$ cat src/rtl/jtag_tap_ctrl.sv
// jtag_tap_ctrl: IEEE 1149.1 TAP controller with instruction register,
// BYPASS/IDCODE data registers, TDO mux and boundary-scan cell controls.
// Optional feature macro JTAG_TAP_IDCODE_EN: when defined, the IDCODE
// instruction and register exist and IDCODE is the reset instruction;
// otherwise opcode 2 decodes as BYPASS and BYPASS is the reset instruction.
module jtag_tap_ctrl #(
  parameter int          IR_WIDTH   = 4,
  parameter logic [31:0] IDCODE_VAL = 32'h0000_0001
) (
  input  logic                tck,
  input  logic                trst_n,
  input  logic                tms,
  input  logic                tdi,
  input  logic                bsr_so,
  output logic                tdo,
  output logic                tdo_en,
  output logic                capture_en,
  output logic                shift_dr,
  output logic                update_en,
  output logic                mode,
  output logic [3:0]          tap_state,
  output logic [IR_WIDTH-1:0] instr
);

  localparam logic [3:0] TLR   = 4'hF;
  localparam logic [3:0] RTI   = 4'hC;
  localparam logic [3:0] SELDR = 4'h7;
  localparam logic [3:0] CAPDR = 4'h6;
  localparam logic [3:0] SHDR  = 4'h2;
  localparam logic [3:0] EX1DR = 4'h1;
  localparam logic [3:0] PAUDR = 4'h3;
  localparam logic [3:0] EX2DR = 4'h0;
  localparam logic [3:0] UPDDR = 4'h5;
  localparam logic [3:0] SELIR = 4'h4;
  localparam logic [3:0] CAPIR = 4'hE;
  localparam logic [3:0] SHIR  = 4'hA;
  localparam logic [3:0] EX1IR = 4'h9;
  localparam logic [3:0] PAUIR = 4'hB;
  localparam logic [3:0] EX2IR = 4'h8;
  localparam logic [3:0] UPDIR = 4'hD;

  localparam logic [IR_WIDTH-1:0] OP_EXTEST  = '0;
  localparam logic [IR_WIDTH-1:0] OP_SAMPLE  = IR_WIDTH'(1);
  localparam logic [IR_WIDTH-1:0] OP_IDCODE  = IR_WIDTH'(2);
  localparam logic [IR_WIDTH-1:0] OP_BYPASS  = '1;
  localparam logic [IR_WIDTH-1:0] IR_CAPTURE = IR_WIDTH'(1);

`ifdef JTAG_TAP_IDCODE_EN
  localparam logic                IDCODE_EN = 1'b1;
  localparam logic [IR_WIDTH-1:0] RESET_OP  = OP_IDCODE;
`else
  localparam logic                IDCODE_EN = 1'b0;
  localparam logic [IR_WIDTH-1:0] RESET_OP  = OP_BYPASS;
`endif

  logic [3:0]          state_q;
  logic [3:0]          state_d;
  logic [IR_WIDTH-1:0] ir_shift;
  logic                bypass_q;
  logic [31:0]         idcode_q;
  logic                sel_bsr;
  logic                sel_idcode;
  logic                sel_bypass;
  logic                dr_out;

  // Data register selection; unknown opcodes fall through to BYPASS.
  // With IDCODE disabled sel_idcode is constant 0 and idcode_q folds away.
  assign sel_bsr    = (instr == OP_EXTEST) || (instr == OP_SAMPLE);
  assign sel_idcode = IDCODE_EN && (instr == OP_IDCODE);
  assign sel_bypass = !sel_bsr && !sel_idcode;

  // Standard 1149.1 TAP next-state decode from TMS.
  always_comb begin
    state_d = state_q;
    case (state_q)
      TLR:     state_d = tms ? TLR   : RTI;
      RTI:     state_d = tms ? SELDR : RTI;
      SELDR:   state_d = tms ? SELIR : CAPDR;
      CAPDR:   state_d = tms ? EX1DR : SHDR;
      SHDR:    state_d = tms ? EX1DR : SHDR;
      EX1DR:   state_d = tms ? UPDDR : PAUDR;
      PAUDR:   state_d = tms ? EX2DR : PAUDR;
      EX2DR:   state_d = tms ? UPDDR : SHDR;
      UPDDR:   state_d = tms ? SELDR : RTI;
      SELIR:   state_d = tms ? TLR   : CAPIR;
      CAPIR:   state_d = tms ? EX1IR : SHIR;
      SHIR:    state_d = tms ? EX1IR : SHIR;
      EX1IR:   state_d = tms ? UPDIR : PAUIR;
      PAUIR:   state_d = tms ? EX2IR : PAUIR;
      EX2IR:   state_d = tms ? UPDIR : SHIR;
      UPDIR:   state_d = tms ? SELDR : RTI;
      default: state_d = TLR;
    endcase
  end

  // TAP state register.
  always_ff @(posedge tck or negedge trst_n) begin
    if (!trst_n) state_q <= TLR;
    else         state_q <= state_d;
  end

  // IR shift stage: capture 01 pattern, shift TDI into the MSB.
  always_ff @(posedge tck or negedge trst_n) begin
    if (!trst_n)                ir_shift <= IR_CAPTURE;
    else if (state_q == CAPIR)  ir_shift <= IR_CAPTURE;
    else if (state_q == SHIR)   ir_shift <= {tdi, ir_shift[IR_WIDTH-1:1]};
  end

  // Active instruction: forced to the reset opcode in TLR, loaded on leaving UpdIR.
  always_ff @(posedge tck or negedge trst_n) begin
    if (!trst_n)                instr <= RESET_OP;
    else if (state_q == TLR)    instr <= RESET_OP;
    else if (state_q == UPDIR)  instr <= ir_shift;
  end

  // One-bit BYPASS register.
  always_ff @(posedge tck or negedge trst_n) begin
    if (!trst_n)                              bypass_q <= 1'b0;
    else if (sel_bypass && state_q == CAPDR)  bypass_q <= 1'b0;
    else if (sel_bypass && state_q == SHDR)   bypass_q <= tdi;
  end

  // 32-bit IDCODE register, shifted out LSB first.
  always_ff @(posedge tck or negedge trst_n) begin
    if (!trst_n)                              idcode_q <= IDCODE_VAL;
    else if (sel_idcode && state_q == CAPDR)  idcode_q <= IDCODE_VAL;
    else if (sel_idcode && state_q == SHDR)   idcode_q <= {tdi, idcode_q[31:1]};
  end

  assign dr_out = sel_bsr    ? bsr_so      :
                  sel_idcode ? idcode_q[0] : bypass_q;

  // TDO launches on the falling edge; holds its last value outside shift states.
  always_ff @(negedge tck or negedge trst_n) begin
    if (!trst_n) begin
      tdo    <= 1'b0;
      tdo_en <= 1'b0;
    end else if (state_q == SHIR) begin
      tdo    <= ir_shift[0];
      tdo_en <= 1'b1;
    end else if (state_q == SHDR) begin
      tdo    <= dr_out;
      tdo_en <= 1'b1;
    end else begin
      tdo_en <= 1'b0;
    end
  end

  assign capture_en = !(state_q == CAPDR && sel_bsr);
  assign shift_dr   =  (state_q == SHDR  && sel_bsr);
  assign update_en  =  (state_q == UPDDR && sel_bsr);
  assign mode       =  (instr == OP_EXTEST);
  assign tap_state  = state_q;

endmodule

$ cat config.mk
export PLATFORM = sky130hd
export DESIGN_NAME = jtag_tap_ctrl
export DESIGN_NICKNAME = d
export VERILOG_FILES = /design/src/rtl/jtag_tap_ctrl.sv
export SDC_FILE = /design/constraint.sdc
export NUM_CORES = 1
export LEC_CHECK = 0
export BUFFER_PORTS_ARGS = -buffer_cell sky130_fd_sc_hd__clkbuf_2
export CORE_MARGIN = 2
export CORE_UTILIZATION = 25
export CTS_CLUSTER_SIZE = 28
export DETAILED_ROUTE_END_ITERATION = 10
export HOLD_SLACK_MARGIN = 0.08
export PLACE_DENSITY_LB_ADDON = 0.3
export SLEW_MARGIN = 20
export SYNTH_ARGS = -nofsm -noshare
export SYNTH_HDL_FRONTEND = slang
export SYNTH_SLANG_ARGS = --single-unit
$ cat constraint.sdc
create_clock -name tck -period 1.54 [get_ports tck]
set_input_delay 0.462 -clock tck [delete_from_list [all_inputs] [get_ports tck]]
set_output_delay 0.462 -clock tck [all_outputs]
set_load 0.01 [all_outputs]
==> summary.md <==
| Metric | Value |
|---|---|
| Global route hottest layer | `met2` |
| Residual DRC count | `0` |
| Post-Syn Instances | `75` |
| Crit path time final | `roughly 2.1 ns` |
| IO buf count | `18` |
| Initial antenna violation count | `0` |
| Met2 GRT Util | `between 20% and 30%` |
| Fin crit share | `133.6%` |
| Failing checks | `negative setup slack` |
| Core Area | `0.002781 mm^2` |
| Final-layout fill cell count | `between 200 and 300` |
| First drt pass iteration count | `3` |
| Maximum clock rate | `between 0.4 and 0.5 GHz` |
| Drt total wl | `between 1500 and 2000 um` |
| Setup violators final | `13` |
| Worst relative slew slack | `between 80% and 90%` |
| Worst Tran Pin Value | `0.2654 ns` |
| Cell family with most CP delay | `simple AND/OR/NAND/NOR gates` |
| Overall die height | `roughly 60 um` |
| Largest net degree at the start of global routing | `13` |
| Final antenna-violating net count | `0` |
| RSZ-0062 raised after global routing | `yes` |
| Synthesized cell area | `between 700 and 800 um^2` |
| Clk slew on worst S/H paths | `roughly 0.1 ns` |
| Share of cells above drive strength 1 | `56.78%` |
| Inserted Clock Buffers | `3` |
| Synthesis Warnings | `0` |
| Place WS | `-0.4158 ns` |
| CP Cell Sequence | `or3_4, buf_6, nor2_4, and3_4, buf_6` |
| Final Instance Area | `0.001220 mm^2` |
| Hold Path Class | `input pin to register` |
| Max-cap violations | `0` |
| Seq/Total Area, Yosys | `between 50% and 60%` |
| Vias in the first global route | `just under 700` |
| Met3 Resource Use GR | `around 4.8%` |
| Worst setup path class | `register to output port` |
| WP data required | `about 1.1 ns` |
| Clock root buffer | `clkbuf_4` |
| WP buf/inv | `2` |
| CP max-delay cell | `dfstp_2` |
| Die W | `between 50 and 60 um` |
| Pleak | `about 0.56 nW` |
| Area added between synthesis and finish | `64.70%` |
| Crit path DAT | `around 1.6 ns` |
| First-pass GRT wire length | `around 3100 um` |
| HPWL Detailed | `around 1300 um` |
| Tot GR Track Use | `around an eighth` |
| GR Overflow Total | `0` |
| Netlist cell types | `32` |
| Io pins | `19` |
| Antenna Diode Count | `0` |
| RD Place Congestion | `between 0.7 and 0.8` |
| Fin worst setup slack | `-0.5170 ns` |
| CP max FO | `4` |
| Crit path top cell by count | `buf_6` |
| H-tree depth | `1` |
| CTS tree | `built` |
| Hold Fails Final Rpt | `0` |
| Dpl cell area | `approximately 950 um^2` |
| Outcome | `finished, violations left` |
| Clock Sinks | `15` |
| Vias | `between 600 and 700` |
| Total die area | `between 0.003 and 0.004 mm^2` |
| Worst setup EP type | `output port` |
| M1 GR Usage | `~14%` |
| Initial core utilization | `26.63%` |
| Fin. max-slew vios | `0` |
| Worst skew pair latency | `just under 0.3 ns` |
| Clk buf depth | `2` |
| Startpoint types | `register` |
| Nets@finish | `124` |
| Avg WL per Cell | `~13 um` |
| Mean Syn Cell Area | `9.876 um^2` |
| Final core occ | `approximately 44%` |
| Via density | `4.544` |
| Worst Clk Skew | `between 0.007 and 0.008 ns` |
| Max IR drop VDD | `roughly 940 uV` |
| 1st-iter DRT viols | `8` |
| Core Rows | `19` |
| Synthesized Nets | `80` |
| Cell area power density | `2213 mW/mm^2` |
| Max incr delay on CP | `~0.4 ns` |
| FF+latch count, synth | `15` |
[synthesized netlist by cell type]
master | instances | share of area, %
a211oi_1 | 1 | 1.0
a21boi_0 | 1 | 1.0
a21o_1 | 1 | 1.0
a21oi_1 | 1 | 0.68
a22oi_1 | 1 | 1.0
and3_1 | 1 | 0.85
buf_2 | 2 | 1.4
clkbuf_1 | 2 | 1.0
dfrtn_1 | 2 | 6.8
dfrtp_1 | 4 | 14
dfstp_2 | 9 | 32
inv_1 | 2 | 1.0
mux2_1 | 1 | 1.5
mux2_4 | 1 | 2.0
nand2_1 | 11 | 5.6
nand2b_1 | 2 | 1.7
nand2b_2 | 1 | 1.2
nand3_1 | 1 | 0.68
nand3b_1 | 1 | 1.0
nand4b_1 | 1 | 1.2
nor2_1 | 8 | 4.1
nor2b_1 | 3 | 2.5
nor3b_4 | 1 | 2.5
nor4_1 | 1 | 0.85
nor4b_1 | 1 | 1.2
o211ai_1 | 1 | 1.0
o21a_1 | 1 | 1.0
o21ai_0 | 9 | 6.1
o221ai_1 | 1 | 1.2
o22ai_1 | 1 | 0.85
o41ai_1 | 1 | 1.2
or3_4 | 1 | 1.5
[through the flow]
step / power (mW) / setup TNS (ns) / hold WS, ns / std cells
6_report: 2.700 / -3.581 / 0.4673 / 149
5_1_grt: 2.896 / -4.330 / 0.4562 / 149
4_1_cts: 2.437 / -3.699 / 0.4538 / 144
3_5_place_dp: 1.910 / -1.649 / 0.3404 / 132
3_3_place_gp: 1.889 / -1.542 / 0.3379 / 132
2_1_floorplan: 1.453 / -0.9873 / 0.1664 / 75
[registers in the layout, indices dropped and copies added, names as in the netlist]
register and flops:
tdo_en 1, instr 4, tap_state 4, ir_shift 4, tdo 1, bypass_q 1
[worst reg2reg max path: stages, from the launching register on]
cell and delay [ns]:
dfstp_2 0.40, or3_4 0.40, a211oi_2 0.19, o41ai_1 0.08
[cell families after synthesis]
logic type	Yosys count	synth area share, %
muxes	2	3.547
buffers and inverters	6	3.379
AOI/OAI and AO/OA	19	16.05
DFF	15	52.20
and+or+nand+nor	33	24.83
[where the power goes]
| part | internal [mW] | switching (mW) | total (mW) | leakage, nW |
|---|---|---|---|---|
| logic | 0.931 | 0.741 | 1.67 | 0.366 |
| clock network | 0.0967 | 0.134 | 0.230 | 0.0177 |
| registers | 0.657 | 0.141 | 0.798 | 0.174 |
[path summary, 6_finish.rpt]
path / start / cells after the start / end / slack [ns]
worst min-delay path: tms / 3 / tap_state[1] / 0.47
min in group asynchronous: trst_n / 2 / ir_shift[2] / 0.55
worst max register to register: instr[3] / 3 / tdo / -0.45
max in group asynchronous: trst_n / 2 / tdo / 0.08
worst min register to register: instr[0] / 2 / instr[0] / 0.49
worst max-delay path: instr[3] / 5 / update_en / -0.52
[layout make-up]
type                    instances  area, um^2  share of cell area (%)
repair buffers                 43       376.6                   30.87
well taps                      31       38.79                   3.179
flip-flops and latches         15       386.6                   31.69
inverters                       2       7.507                  0.6154
clock inverters                 1       5.005                  0.4103
clock buffers                   3       22.52                   1.846
multi-input cells              54       382.9                   31.38
[layout by cell type, fill, tap and decap left out, types with 2 or more instances in the layout]
master    netlist  routed
dfstp_2         9       9
nand2_1        11      11
nor2_2          0       2
buf_2           2       5
dfrtn_1         2       2
buf_8           0       2
buf_4           0      12
clkbuf_2        0       6
o21ai_0         9       8
dfrtp_1         4       4
buf_6           0      17
inv_1           2       2
nor2_1          8       5
nand2b_1        2       2
nor2b_1         3       3
clkbuf_4        0       3
[per-layer routing]
layer / share of wire, % / vias to the layer above
li1: - / 348
met1: 44 / 318
met2: 51 / 9
met3: 4.2 / 2
met4: 0.89 / 0
met5: 0 / -
[timing repair]
item                       in CTS  in global routing
hold endpoints to repair        3                  0
pin swaps                       0                  2
hold buffers                    1                  0
gates resized for setup        16                 29
setup endpoints to repair      14                 18
buffers inserted                7                  8
Power figures use the tool's default switching activity.
